==> src/rtl/vga_pkg.sv <==
// Shared definitions for the VGA plot writer.
//   SCREEN_W / SCREEN_H : visible framebuffer size in pixels
//   COLOUR_W            : colour bits per pixel
//   BG_COLOUR           : colour used for pixels coming from the clear engine
//   pixel_t             : packed framebuffer write {x, y, colour}
package vga_pkg;

  localparam int SCREEN_W = 160;
  localparam int SCREEN_H = 120;
  localparam int COLOUR_W = 3;
  localparam logic [COLOUR_W-1:0] BG_COLOUR = 3'b000;

  typedef struct packed {
    logic [7:0]          x;
    logic [6:0]          y;
    logic [COLOUR_W-1:0] colour;
  } pixel_t;

  localparam int PIXEL_W = $bits(pixel_t);

endpackage

==> src/rtl/plot_fifo.sv <==
// Synchronous pixel buffer between the arbiter and the framebuffer port.
//   clk, reset : clock, asynchronous active-low reset (empties the buffer)
//   push, din  : write one entry (ignored when full)
//   pop, dout  : dout is the current head; pop discards it (ignored when empty)
//   full/empty : derived from the registered occupancy only, so a pop in
//                the same cycle never makes room for that cycle's push
// DEPTH must be a power of two, at least 2, so pointers wrap naturally.
module plot_fifo
  import vga_pkg::*;
#(
  parameter int W     = PIXEL_W,
  parameter int DEPTH = 4
) (
  input  logic         clk,
  input  logic         reset,
  input  logic         push,
  input  logic [W-1:0] din,
  input  logic         pop,
  output logic [W-1:0] dout,
  output logic         full,
  output logic         empty
);

  localparam int AW = $clog2(DEPTH);
  localparam logic [AW:0] FULL_CNT = DEPTH[AW:0];

  logic [W-1:0]  mem [DEPTH];
  logic [AW-1:0] wr_ptr;
  logic [AW-1:0] rd_ptr;
  logic [AW:0]   count;
  logic          do_push;
  logic          do_pop;

  assign full    = (count == FULL_CNT);
  assign empty   = (count == '0);
  assign do_push = push & ~full;
  assign do_pop  = pop & ~empty;
  assign dout    = mem[rd_ptr];

  // Storage carries no reset; only the pointers and occupancy define validity.
  always_ff @(posedge clk) begin
    if (do_push) mem[wr_ptr] <= din;
  end

  always_ff @(posedge clk or negedge reset) begin
    if (!reset) begin
      wr_ptr <= '0;
      rd_ptr <= '0;
      count  <= '0;
    end else begin
      if (do_push) wr_ptr <= wr_ptr + 1'b1;
      if (do_pop)  rd_ptr <= rd_ptr + 1'b1;
      case ({do_push, do_pop})
        2'b10:   count <= count + 1'b1;
        2'b01:   count <= count - 1'b1;
        default: count <= count;
      endcase
    end
  end

endmodule

==> src/rtl/plot_writer.sv <==
// Merges pixels from a clear engine and a draw engine into one framebuffer
// write port.
//   clk, reset          : clock, asynchronous active-low reset
//   clr_valid/x/y/ready : clear engine pixel stream (written in BG_COLOUR)
//   drw_valid/x/y/colour/ready : draw engine pixel stream
//   vga_x/y/colour/plot : registered framebuffer write, plot is a 1-cycle strobe
//   vga_busy            : framebuffer stalls the write port this cycle
//   drop_count          : saturating count of accepted out-of-range pixels
//   idle                : nothing buffered and no strobe being presented
// Clear has fixed priority over draw. Out-of-range pixels are consumed but
// never buffered.
module plot_writer
  import vga_pkg::*;
#(
  parameter int                  SCREEN_W  = vga_pkg::SCREEN_W,
  parameter int                  SCREEN_H  = vga_pkg::SCREEN_H,
  parameter int                  COLOUR_W  = vga_pkg::COLOUR_W,
  parameter logic [COLOUR_W-1:0] BG_COLOUR = vga_pkg::BG_COLOUR,
  parameter int                  DEPTH     = 4
) (
  input  logic                clk,
  input  logic                reset,
  input  logic                clr_valid,
  input  logic [7:0]          clr_x,
  input  logic [7:0]          clr_y,
  output logic                clr_ready,
  input  logic                drw_valid,
  input  logic [7:0]          drw_x,
  input  logic [7:0]          drw_y,
  input  logic [COLOUR_W-1:0] drw_colour,
  output logic                drw_ready,
  output logic [7:0]          vga_x,
  output logic [6:0]          vga_y,
  output logic [COLOUR_W-1:0] vga_colour,
  output logic                vga_plot,
  input  logic                vga_busy,
  output logic [15:0]         drop_count,
  output logic                idle
);

  localparam int PW = 8 + 7 + COLOUR_W;

  logic                accept;
  logic                in_range;
  logic                push;
  logic                pop;
  logic                full;
  logic                empty;
  logic [7:0]          sel_x;
  logic [7:0]          sel_y;
  logic [COLOUR_W-1:0] sel_colour;
  logic [PW-1:0]       push_data;
  logic [PW-1:0]       head;

  // Ready is gated by reset too: full reads 0 during reset, but nothing may
  // be accepted while the block is held in reset.
  always_comb begin
    clr_ready  = reset & clr_valid & ~full;
    drw_ready  = reset & drw_valid & ~clr_valid & ~full;
    accept     = clr_ready | drw_ready;
    sel_x      = drw_x;
    sel_y      = drw_y;
    sel_colour = drw_colour;
    if (clr_valid) begin
      sel_x      = clr_x;
      sel_y      = clr_y;
      sel_colour = BG_COLOUR;
    end
    in_range  = (32'(sel_x) < SCREEN_W) && (32'(sel_y) < SCREEN_H);
    push      = accept & in_range;
    push_data = {sel_x, sel_y[6:0], sel_colour};
    pop       = ~empty & ~vga_busy;
  end

  plot_fifo #(
    .W     (PW),
    .DEPTH (DEPTH)
  ) u_fifo (
    .clk   (clk),
    .reset (reset),
    .push  (push),
    .din   (push_data),
    .pop   (pop),
    .dout  (head),
    .full  (full),
    .empty (empty)
  );

  always_ff @(posedge clk or negedge reset) begin
    if (!reset) begin
      vga_x      <= '0;
      vga_y      <= '0;
      vga_colour <= '0;
      vga_plot   <= 1'b0;
    end else begin
      vga_plot <= pop;
      if (pop) begin
        vga_x      <= head[PW-1 -: 8];
        vga_y      <= head[COLOUR_W +: 7];
        vga_colour <= head[COLOUR_W-1:0];
      end
    end
  end

  always_ff @(posedge clk or negedge reset) begin
    if (!reset) begin
      drop_count <= '0;
    end else if (accept && !in_range && (drop_count != 16'hFFFF)) begin
      drop_count <= drop_count + 16'd1;
    end
  end

  assign idle = empty & ~vga_plot;

endmodule

==> config.mk <==
export PLATFORM = sky130hd
export DESIGN_NAME = plot_writer
export DESIGN_NICKNAME = d
export VERILOG_FILES = /design/src/rtl/vga_pkg.sv /design/src/rtl/plot_fifo.sv /design/src/rtl/plot_writer.sv
export SDC_FILE = /design/constraint.sdc
export NUM_CORES = 1
export LEC_CHECK = 0
export CAP_MARGIN = 10
export CORE_MARGIN = 10
export CORE_UTILIZATION = 40
export DETAILED_ROUTE_END_ITERATION = 16
export PLACE_DENSITY_LB_ADDON = 0.2
export SETUP_SLACK_MARGIN = 0.5
export SYNTH_ARGS = -nofsm -noshare
export SYNTH_HDL_FRONTEND = slang
export SYNTH_HIERARCHICAL = 1
export SYNTH_SLANG_ARGS = --single-unit
==> constraint.sdc <==
create_clock -name clk -period 2.7 [get_ports clk]
set_input_delay 0.54 -clock clk [delete_from_list [all_inputs] [get_ports clk]]
set_output_delay 0.54 -clock clk [all_outputs]
set_load 0.02 [all_outputs]
# Word level (Yosys, flattened, before mapping)
# Memories as Yosys holds them, arrays and structs flattened. A register that Yosys moved wholly into a read port is not among the register bits.
# Cells that the tools add are included.
dict set report word_totals {
  register_bits 24
  inputBits 40
  mem_count 1
  mem_bits_rw 72
}
dict set report classes {
  n_eq_ne 4
  magnitude_cmp 2
  mux 6
  bitwise 16
  add_sub_neg 5
  reduce_logical 7
}
# name depth word_bits rd rd_clocked_by_memory_dff write_ports line
set mem_list {}
lappend mem_list {u_fifo.mem 4 18 1 1 1 plot_fifo.sv:27} ;# logic [W-1:0] mem [DEPTH];
# cell count
set ops {}
lappend ops {{16-bit by 1-bit adder with 16-bit output, second input constant} 1}
lappend ops {{8-bit 2-to-1 mux} 2}
lappend ops {{16-bit inequality test, second input constant} 1}
lappend ops {{1-bit AND} 10}
lappend ops {{8-bit by 7-bit less-than comparator with 1-bit output, second input constant} 1}
lappend ops {{8-bit less-than comparator, second input constant} 1}
lappend ops {{3-bit case mux with 2 select lines} 1}
lappend ops {{1-bit inverter} 5}
lappend ops {{2-bit by 1-bit adder with 2-bit output, second input constant} 2}
lappend ops {{3-bit by 1-bit adder with 3-bit output, second input constant} 1}
lappend ops {{3-bit equality test, second input constant} 1}
lappend ops {{1-bit logical AND} 3}
lappend ops {{3-bit zero test} 1}
lappend ops {{3-bit 2-to-1 mux} 1}
lappend ops {{3-bit by 1-bit subtractor with 3-bit output, second input constant} 1}
lappend ops {{2-bit by 1-bit equality test with 1-bit output, second input constant} 1}
lappend ops {{2-bit equality test, second input constant} 1}
lappend ops {{1-bit zero test} 2}
lappend ops {{1-bit 2-to-1 mux} 2}
lappend ops {{2-bit nonzero test} 1}
lappend ops {{1-bit OR} 1}

# Logic depth before layout (Yosys ltp)
# Gate-level depths: netlist (run 1).
dict set report logic_depth {
  word_depth 8
  mapped_depth 12
  ltp_nobuf 12
}

# Cells and area by module
# Netlist (run 1), hierarchy kept.
# mod instances cells_each seq_area_each_um2 area_per_inst_um2
set by_module_without_submodules {}
lappend by_module_without_submodules {plot_fifo 1 131 2337.2 3037.9}
lappend by_module_without_submodules {plot_writer 1 151 875.8 1875.5}

# Least setup slack after synthesis (run 1)
# No wires, ideal clock.
dict set report synth_path {
  path_kind {input -> register}
  from {input vga_busy}
  to {register u_fifo.count[2]}
  required_ps 2621
  arrival_ps 2460
  path_buffers 1
  setup_slack_ps 160
  path_stages 9
  path_cell_list {nor2_1 buf_2 o31a_2 ha_1 inv_1 fa_1 xor2_1 nor2_1 xor2_1}
}
dict set report synth_via {
  elab_chain_cells 5
  elab_cells_between_ends 7
  cone_classes {eq/ne (2); mux (1); bitwise (3); reduce/logical (1)}
}
# element line
set synth_lines {}
lappend synth_lines {{start: declaration} plot_writer.sv:36} ;# input logic vga_busy,
lappend synth_lines {{1-bit inverter *} plot_writer.sv:72} ;# pop = ~empty & ~vga_busy;
lappend synth_lines {{1-bit AND *} plot_writer.sv:72}
lappend synth_lines {{named net pop} plot_writer.sv:46} ;# logic pop;
lappend synth_lines {{1-bit AND *} plot_fifo.sv:37} ;# assign do_pop = pop & ~empty;
lappend synth_lines {{named net u_fifo.do_pop} plot_fifo.sv:32} ;# logic do_pop;
lappend synth_lines {{2-bit by 1-bit equality test with 1-bit output / 2-bit equality test (equally long branches)} plot_fifo.sv:53} ;# case ({do_push, do_pop})
lappend synth_lines {{3-bit case mux with 2 select lines / 2-bit nonzero test (equally long branches)} -}
lappend synth_lines {{end signal: assignment} plot_fifo.sv:54} ;# 2'b10: count <= count + 1'b1;
lappend synth_lines {{end signal: assignment} plot_fifo.sv:55} ;# 2'b01: count <= count - 1'b1;
lappend synth_lines {{end signal: assignment} plot_fifo.sv:56} ;# default: count <= count;
lappend synth_lines {{end: declaration} plot_fifo.sv:30} ;# logic [AW:0] count;
# The timed path passes the listed nets; every way through them passes the cells marked *.
# A chain may end at the register's enable or synchronous reset.

# Worst setup path after layout (run 1)
dict set report layout_path {
  from {register u_fifo.count[0]}
  to {register u_fifo.count[2]}
}
dict set report layout_via {
  elab_chain_cells 8
  elab_cells_between_ends 17
  cone_classes {add/sub (2); eq/ne (3); mux (1); bitwise (9); reduce/logical (2)}
}
# element line
set layout_lines {}
lappend layout_lines {{3-bit equality test *} plot_fifo.sv:34} ;# assign full = (count == FULL_CNT);
lappend layout_lines {{named net full} plot_writer.sv:47} ;# logic full;
lappend layout_lines {{1-bit inverter *} {plot_writer.sv:58, plot_writer.sv:59}}
lappend layout_lines {{1-bit AND (on tied branches)} {plot_writer.sv:58, plot_writer.sv:59}}
lappend layout_lines {{1-bit OR *} plot_writer.sv:60} ;# accept = clr_ready | drw_ready;
lappend layout_lines {{1-bit AND *} plot_writer.sv:70} ;# push = accept & in_range;
lappend layout_lines {{named net push} plot_writer.sv:45} ;# logic push;
lappend layout_lines {{1-bit AND *} plot_fifo.sv:36} ;# assign do_push = push & ~full;
lappend layout_lines {{2-bit by 1-bit equality test with 1-bit output / 2-bit equality test (equally long branches)} plot_fifo.sv:53}
lappend layout_lines {{3-bit case mux with 2 select lines / 2-bit nonzero test (equally long branches)} -}
# Marks and branches as above.

==> run summary, run 1 <==
Post-synth EDFFs = 72
Vias in the first global route = 3031
Die H = 131 um
Syn. warnings = 6
DP Worst Slack = -0.154 ns
Relative slew slack = 0.577
Reg2Reg Capture Point = u_fifo/count[2]
Area post-placement = 6010 um^2
Clock buffer depth = 2
Mapped Cells = 282
Synth Area per Inst = 17.4 um^2
H-tree depth = 4
Max frequency = 474 MHz
Remaining global-route overflow = 0
Post-CTS Hold Fix Bufs = 0
Worst r2r src = u_fifo/count[0]
Layout cell share with drive strength beyond 1 = 0.353
Worst Setup End Kind = register
WL per Instance = 18.5 um
Fillers = 970
Max_cap viols = 0
PnR worst setup slack = 0.590 ns
Top-count cell post-synth = edfxtp_1
Ratio of final minimum period to clock period = 0.782
Post-synth top area share = 0.440
Final period demand of the worst path = 2.11 ns
DR pass1 iterations = 4
WS Path Type = register to register
Main synth FF type = edfxtp_1
Power per Cell Area = 988 nW/um^2
Slew @ Worst Pin = 0.635 ns
Worst setup path endpoint = u_fifo/count[2]
Mapped cell area = 4910 um^2
Core area = 12000 um^2
Setup crit start kind = register
Ports = 78
Critical path startpoint = u_fifo/count[0]
Clk slew on worst S/H paths = 0.05 ns
RSZ-0062 raised after global routing = yes
Final #Nets = 442
Post-layout util = 0.553
Num CTS Buffers = 17
Iteration-0 DRC Markers = 171
Core Rows = 40
Vias per std cell = 5.11
Fin. Hold Viols = 0
Clock latency at the later pin of the worst-skew pair = 0.40 ns
Initial core utilization = 0.409
Static leakage = 2.50 nW
Antenna-violating nets left = 0
Ant diodes = 0
Status = completed
GR Util All Layers = 0.127
DP HPWL = 6.84 mm
Hold slack = 0.315 ns
Seq cells post-synth = 114
Die ar. = 17100 um^2
Final WL = 10.3 mm
Port Buf Inserts = 77
Layout Cell Area excl Fill = 6640 um^2
Cell taking the most area after synthesis = edfxtp_1
WP data arrival = 2.43 ns
Area Growth Syn to Fin = 35.2%
Worst hold path class = primary input to asynchronous set/reset pin
Synth top cells by count = edfxtp_1, dfrtp_1, mux2_2
Via count = 2836
Max FO, Critical Path = 5
Top post-synthesis cells by area = edfxtp_1, dfrtp_1, mux4_2
Sequential share of the synthesized area = 0.654
Die Span X = 131 um
Initial antenna violation count = 0
CTS tree = yes
Reg area = 3220 um^2
Root Buffer = clkbuf_16
Post-synthesis cell type count = 51
VDD IR max = 0.524 mV
Final setup vio count = 0
Pins Over Slew Limit = 0
Final Wtd Congestion = 0.759
Worst R2R Path Depth = 12
Pin count of the biggest net entering global routing = 43
Register-to-register setup slack = 0.59 ns
CP required = 3.02 ns
Final TNS setup = 0 ns
Area occupied by multi-input gates = 1650 um^2
Async SR Flop Fraction = 0.368
Clock Sinks = 114
Drt drc = 0
Post-Synthesis Net Count = 329
Clock Skew = 0.00588 ns
Wire length of the first global-routing pass = 16.2 mm
-- flip-flops by register name (all words and copies together), names as in the netlist --
register and flops:
u_fifo/mem 72, drop_count 16, vga_x 8, vga_y 7
u_fifo/count 3, vga_colour 3, u_fifo/rd_ptr 2, u_fifo/wr_ptr 2
vga_plot 1
-- per-layer routing --
layer / vias to the layer above / part of all wire / track usage
li1: 1300 / - / -
met1: 1455 / 0.45 / 0.158
met2: 68 / 0.49 / 0.197
met3: 13 / 0.050 / 0.0415
met4: 0 / 0.011 / 0.0582
met5: - / 0 / 0
-- metrics by stage --
step,cells,power (mW)
finish,555,6.57
global route,555,6.89
global placement,516,4.38
detailed placement,516,4.41
floorplan,282,3.63
CTS,553,6.64
-- how the worst min path moves through the flow --
stage | slack, ns | cells past startpoint | endpoint | startpoint
6_report | 0.31 | 2 | drop_count[5] | reset
5_1_grt | 0.36 | 2 | drop_count[4] | reset
4_1_cts | 0.36 | 2 | drop_count[4] | reset
3_5_place_dp | 0.49 | 1 | drop_count[5] | drop_count[5]
3_3_place_gp | 0.48 | 1 | drop_count[5] | drop_count[5]
2_1_floorplan | 0.24 | 0 | drop_count[0] | reset
-- worst max-delay path, stage by stage (launching register included) --
cell	delay, ns
dfrtp_2	0.45
nor3b_4	0.23
nor2b_2	0.08
o21ai_2	0.06
nor2_1	0.06
nor2b_4	0.12
inv_1	0.05
ha_2	0.18
inv_2	0.04
fa_2	0.33
xor2_1	0.16
nor2_1	0.13
xor2_1	0.15
-- where the power goes --
| group | internal (mW) | switching [mW] |
|---|---|---|
| logic | 1.07 | 0.913 |
| registers | 2.19 | 0.217 |
| clock network | 1.47 | 0.706 |
| total | 4.73 | 1.84 |
-- cells by family (layout without fill, tap and decap cells) --
logic type / count (synthesis) / after routing / synth area share
compound gates: 10 / 10 / 0.0214
mux: 54 / 54 / 0.166
buf+inv: 18 / 144 / 0.0183
xor+xnor: 18 / 18 / 0.0321
flops: 114 / 114 / 0.654
simple gates: 61 / 61 / 0.0889
fa+ha+maj: 7 / 7 / 0.0194
-- what timing repair did --
action                     in CTS  in global routing
setup endpoints to repair      77                  4
gates resized for setup        35                  6
pin swaps                      12                  4
buffers inserted                5                  2
-- final cells by class --
cell class,instances,share of cell area
inverters,10,0.00565
clock inverters,6,0.0119
flip-flops and latches,114,0.484
well taps,147,0.0277
repair buffers,102,0.146
multi-input cells,150,0.248
clock buffers,26,0.0766
-- cell usage in the layout (no fill, tap or decap), drive strengths merged, types with 2 or more instances in the layout --
cell / netlist / routed
or2: 2 / 2
and3: 2 / 2
and2: 5 / 5
clkbuf: 0 / 28
dfrtp: 42 / 42
nor3: 5 / 5
nor2b: 6 / 6
buf: 8 / 28
clkdlybuf4s50: 0 / 56
nor4: 4 / 4
dlygate4sd2: 0 / 16
nand3: 7 / 7
mux2i: 2 / 2
ha: 6 / 6
bufinv: 0 / 2
clkinv: 0 / 4
mux2: 34 / 34
nand2b: 2 / 2
edfxtp: 72 / 72
o31a: 3 / 3
mux4: 18 / 18
nand2: 9 / 9
nor2: 8 / 8
nor4b: 2 / 2
nor3b: 3 / 3
inv: 10 / 10
xor2: 11 / 11
xnor2: 7 / 7
nand4: 3 / 3
No activity file was read; power rests on OpenSTA's default activity.
==> run 2, diff against run 1 <==
- clock period: 2.7 -> 1.85 ns (I/O delays scaled with it)
==> run 2 against run 1 <==
  * The run now ends with negative setup slack left
  * Critical endpoint unchanged
  * Via count grew 4.4%
  * Combinational power grew 66%
  * Total power grew 59%
  * Utilization grew 6.0 points
  * Highest routed layer unchanged
  * Non-clock buffer count grew 40
  * Largest cell class unchanged
  * Largest power group is now the clock network
  * Register-to-register slack lost 0.76 ns
  * First-iteration DRC count shrank 17%
  * Critical path depth grew 1
  * Clock skew shrank 0.0011 ns
  * Clock power grew 67%
  * Global-route usage grew 0.72 points
==> run summary, run 2 (synthesis gave the netlist of run 1 again) <==
Relative slew slack = 0.619
Slew @ Worst Pin = 0.572 ns
Clock latency at the later pin of the worst-skew pair = 0.41 ns
Vias in the first global route = 3132
CP required = 2.18 ns
Fin. Hold Viols = 0
Dpl cells = 533
Initial antenna violation count = 0
Root Buffer = clkbuf_16
Critical path startpoint = drw_y[5]
Area post-placement = 6210 um^2
Layout Cell Area excl Fill = 7360 um^2
Status = complete, but fails checks
Commonest non-fill, non-tap cells in the layout = edfxtp_1, buf_6, buf_4
Pins Over Slew Limit = 0
Final setup vio count = 87
Failing checks = negative setup slack
Die H = 131 um
Core area = 12000 um^2
Worst Setup End Kind = register
Static leakage = 2.89 nW
Clock Skew = 0.00473 ns
Wire length of the first global-routing pass = 17.0 mm
RSZ-0062 raised after global routing = yes
Die Span X = 131 um
Clk slew on worst S/H paths = 0.05 ns
Num CTS Buffers = 17
Ratio of final minimum period to clock period = 1.10
Layout cell share with drive strength beyond 1 = 0.549
Biggest regs = u_fifo/mem x72, drop_count x16, vga_x x8
Worst hold path class = primary input to asynchronous set/reset pin
Clock Sinks = 114
Pin count of the biggest net entering global routing = 43
Hold slack = 0.130 ns
Port Buf Inserts = 77
DP HPWL = 6.93 mm
WP data arrival = 2.37 ns
Antenna-violating nets left = 0
PnR worst setup slack = -0.189 ns
Ports = 78
DR pass1 iterations = 4
Max FO, Critical Path = 2
Initial core utilization = 0.409
Total power = 10.4 mW
WS Path Type = primary input to register
Via count = 2960
CTS tree = yes
Worst r2r src = u_fifo/count[0]
Post-layout util = 0.613
Register-to-register setup slack = -0.17 ns
VDD IR max = 0.772 mV
WL per Instance = 18.6 um
Non-filler instance count after layout = 595
Ant diodes = 0
Reg2Reg Capture Point = u_fifo/count[2]
Power per Cell Area = 1420 nW/um^2
Worst R2R Path Depth = 11
Final Wtd Congestion = 0.805
H-tree depth = 4
Leading cell type in the layout, fill and taps excluded = edfxtp_1
Final period demand of the worst path = 2.04 ns
Iteration-0 DRC Markers = 142
Max reg flops = 72
Drt drc = 0
Final WL = 11.1 mm
Clock buffer depth = 2
GR Util All Layers = 0.134
Vias per std cell = 4.97
Max_cap viols = 0
Area Growth Syn to Fin = 49.8%
Final #Nets = 482
Worst setup path endpoint = u_fifo/count[2]
Setup crit start kind = primary input
Remaining global-route overflow = 0
Largest register by flop count = u_fifo/mem
Fillers = 891
Die ar. = 17100 um^2
Max frequency = 490 MHz
Core Rows = 40
run 2: cell count changes in the layout (fill, tap and decap cells not counted), moves of 4 or more:
cell,previous run,this run
clkbuf_8,5,0
and2_4,0,5
buf_4,20,35
clkbuf_1,4,0
bufinv_16,2,6
and2_2,4,0
dfrtp_2,3,17
dfrtp_1,39,25
buf_16,0,4
buf_6,1,41
clkdlybuf4s50_1,56,34
dlygate4sd2_1,16,1
buf_2,3,17
run 2: cell type report:
cell class                      count  area (um^2)  area share
Timing Repair Buffer              142         1440       0.196
Inverter                           10         37.5     0.00510
Clock inverter                     15          239      0.0325
Multi-Input combinational cell    150         1800       0.244
Tap cell                          147          184      0.0250
Clock buffer                       17          425      0.0578
Sequential cell                   114         3230       0.439
run 2: critical path, cell delays in order:
cell	delay (ns)
clkdlybuf4s50_1	0.48
nand3_1	0.08
o22a_1	0.23
nand3_1	0.10
nor2_1	0.05
nor2b_4	0.13
inv_2	0.05
ha_4	0.13
inv_2	0.03
fa_2	0.32
xor2_1	0.14
nor2_1	0.11
xor2_1	0.15
run 2: worst min-delay path by stage:
stage                         end  cells after the start           from
CTS                      vga_y[0]                      2          reset
global route             vga_y[0]                      2          reset
global placement    drop_count[5]                      1  drop_count[5]
finish                   vga_y[0]                      2          reset
detailed placement  drop_count[5]                      1  drop_count[5]
floorplan           drop_count[0]                      0          reset
run 2: what timing repair did:
item,in CTS,in global routing
buffers inserted,9,17
resized for setup,219,33
hold buffers,0,0
pin swaps,24,12
gates cloned,4,0
setup endpoints to repair,195,136
run 2: where the power goes:
group	internal [mW]	switching [mW]	total [mW]
Clock	2.51	1.13	3.64
Sequential	3.21	0.292	3.50
Combinational	1.76	1.51	3.28
Total	7.48	2.94	10.4
run 2: metal layers:
metal / vias up / wire [um] / track usage
li1: 1389 / - / -
met1: 1474 / 5010 / 0.173
met2: 84 / 5210 / 0.198
met3: 13 / 676 / 0.0488
met4: 0 / 167 / 0.0615
met5: - / 0 / 0
run 2: metrics by stage:
stage	worst slack (ns)	setup TNS, ns
floorplan	-0.216	-0.327
global placement	-0.717	-55.91
detailed placement	-0.813	-61.46
CTS	-0.180	-4.47
global route	-0.316	-13.90
finish	-0.189	-6.62
==> run 3, diff against run 2 <==
- TNS_END_PERCENT: default -> 30
==> run 3 against run 2 <==
  * The run still ends with negative setup slack left
  * First-iteration DRC count is 9.9% higher
  * Largest cell class unchanged
  * Sequential power is 1% higher
  * Critical path type unchanged
  * Critical endpoint unchanged
  * Highest routed layer unchanged
  * Final cell count fell by 1.7%
  * Routed wire length increased by 1.3%
  * Clock power down 4%
  * Worst setup slack worse by 0.033 ns
==> run summary, run 3 (synthesis gave the netlist of run 1 again) <==
Drt drc = 0
CTS tree = yes
Worst hold path class = primary input to asynchronous set/reset pin
Initial antenna violation count = 0
Antenna-violating nets left = 0
Relative slew slack = 0.610
WP data arrival = 2.40 ns
Clk slew on worst S/H paths = 0.05 ns
Core area = 12000 um^2
Hold slack = 0.117 ns
Pins Over Slew Limit = 0
Clock Sinks = 114
Biggest regs = u_fifo/mem x72, drop_count x16, vga_x x8
Status = complete, but fails checks
Post-layout util = 0.605
Num CTS Buffers = 17
DP HPWL = 7.59 mm
Power per Cell Area = 1460 nW/um^2
Clock buffer depth = 2
Clock Skew = 0.00755 ns
Failing checks = negative setup slack
Die Span X = 131 um
Ports = 78
Area post-placement = 6210 um^2
Total power = 10.6 mW
Post-CTS Hold Fix Bufs = 0
Final setup vio count = 87
Core Rows = 40
Max reg flops = 72
Max FO, Critical Path = 2
Static leakage = 2.91 nW
VDD IR max = 0.989 mV
Ratio of final minimum period to clock period = 1.12
Layout Cell Area excl Fill = 7260 um^2
Die ar. = 17100 um^2
Ant diodes = 0
Fillers = 928
Final #Nets = 472
Final TNS setup = -3.18 ns
Initial core utilization = 0.409
PnR worst setup slack = -0.222 ns
Iteration-0 DRC Markers = 156
GR Util All Layers = 0.139
Die H = 131 um
CP required = 2.18 ns
Max frequency = 483 MHz
Final period demand of the worst path = 2.07 ns
Remaining global-route overflow = 0
Wire length of the first global-routing pass = 17.7 mm
Worst Setup End Kind = register
DR pass1 iterations = 4
Port Buf Inserts = 77
Largest register by flop count = u_fifo/mem
Slew @ Worst Pin = 0.586 ns
WL per Instance = 19.2 um
Root Buffer = clkbuf_16
Vias in the first global route = 3251
Final Wtd Congestion = 0.729
Area Growth Syn to Fin = 47.8%
Commonest non-fill, non-tap cells in the layout = edfxtp_1, buf_6, buf_4
H-tree depth = 4
Vias per std cell = 5.01
Leading cell type in the layout, fill and taps excluded = edfxtp_1
Dpl cells = 539
Via count = 2929
Setup crit start kind = primary input
Non-filler instance count after layout = 585
Layout cell share with drive strength beyond 1 = 0.514
Max_cap viols = 0
RSZ-0062 raised after global routing = yes
Final WL = 11.2 mm
Clock latency at the later pin of the worst-skew pair = 0.41 ns
DP Worst Slack = -0.916 ns
WS Path Type = primary input to register
Fin. Hold Viols = 0
Pin count of the biggest net entering global routing = 43
run 3: area by class of cell:
type                    instances  area (um^2)  share of cell area
flip-flops and latches        114         3230               0.444
multi-input cells             150         1830               0.253
repair buffers                132         1350               0.185
clock buffers                  21          450              0.0620
clock inverters                11          184              0.0253
well taps                     147          184              0.0253
inverters                      10         37.5             0.00517
run 3: critical path: stages:
cell and delay [ns]:
clkdlybuf4s50_1 0.46, nand2_1 0.07, or2_1 0.25, nand3_2 0.11
nor2_2 0.04, nor2b_4 0.13, inv_2 0.06, ha_4 0.12
inv_2 0.03, fa_2 0.32, xor2_1 0.14, nor2_1 0.13
xor2_1 0.17
run 3: report_power, final:
| group | internal, mW | switching (mW) |
|---|---|---|
| clock | 2.41 | 1.08 |
| sequential | 3.20 | 0.343 |
| combinational | 2.02 | 1.55 |
run 3: worst paths after layout:
kind	from	endpoint	slack (ns)	cells after the start
worst min-delay path	reset	vga_x[1]	0.12	2
max in group asynchronous	reset	drop_count[9]	1.30	2
worst min register to register	drop_count[5]	drop_count[5]	0.50	1
min in group clk	clr_x[6]	u_fifo/mem[2][16]	0.38	2
worst max-delay path	clr_y[4]	u_fifo/count[2]	-0.22	13
worst max register to register	u_fifo/count[1]	u_fifo/count[2]	-0.21	12
run 3: what timing repair did:
item / in CTS / in global routing
endpoints found under the setup margin: 199 / 147
gates cloned: 0 / 1
resized for setup: 236 / 50
pin swaps: 18 / 19
setup buffers: 4 / 9
run 3: metal layers:
layer / GRT usage / vias to the layer above / share of wire
li1: - / 1362 / -
met1: 0.160 / 1483 / 0.41
met2: 0.232 / 67 / 0.52
met3: 0.0500 / 17 / 0.052
met4: 0.0562 / 0 / 0.015
met5: 0 / - / 0
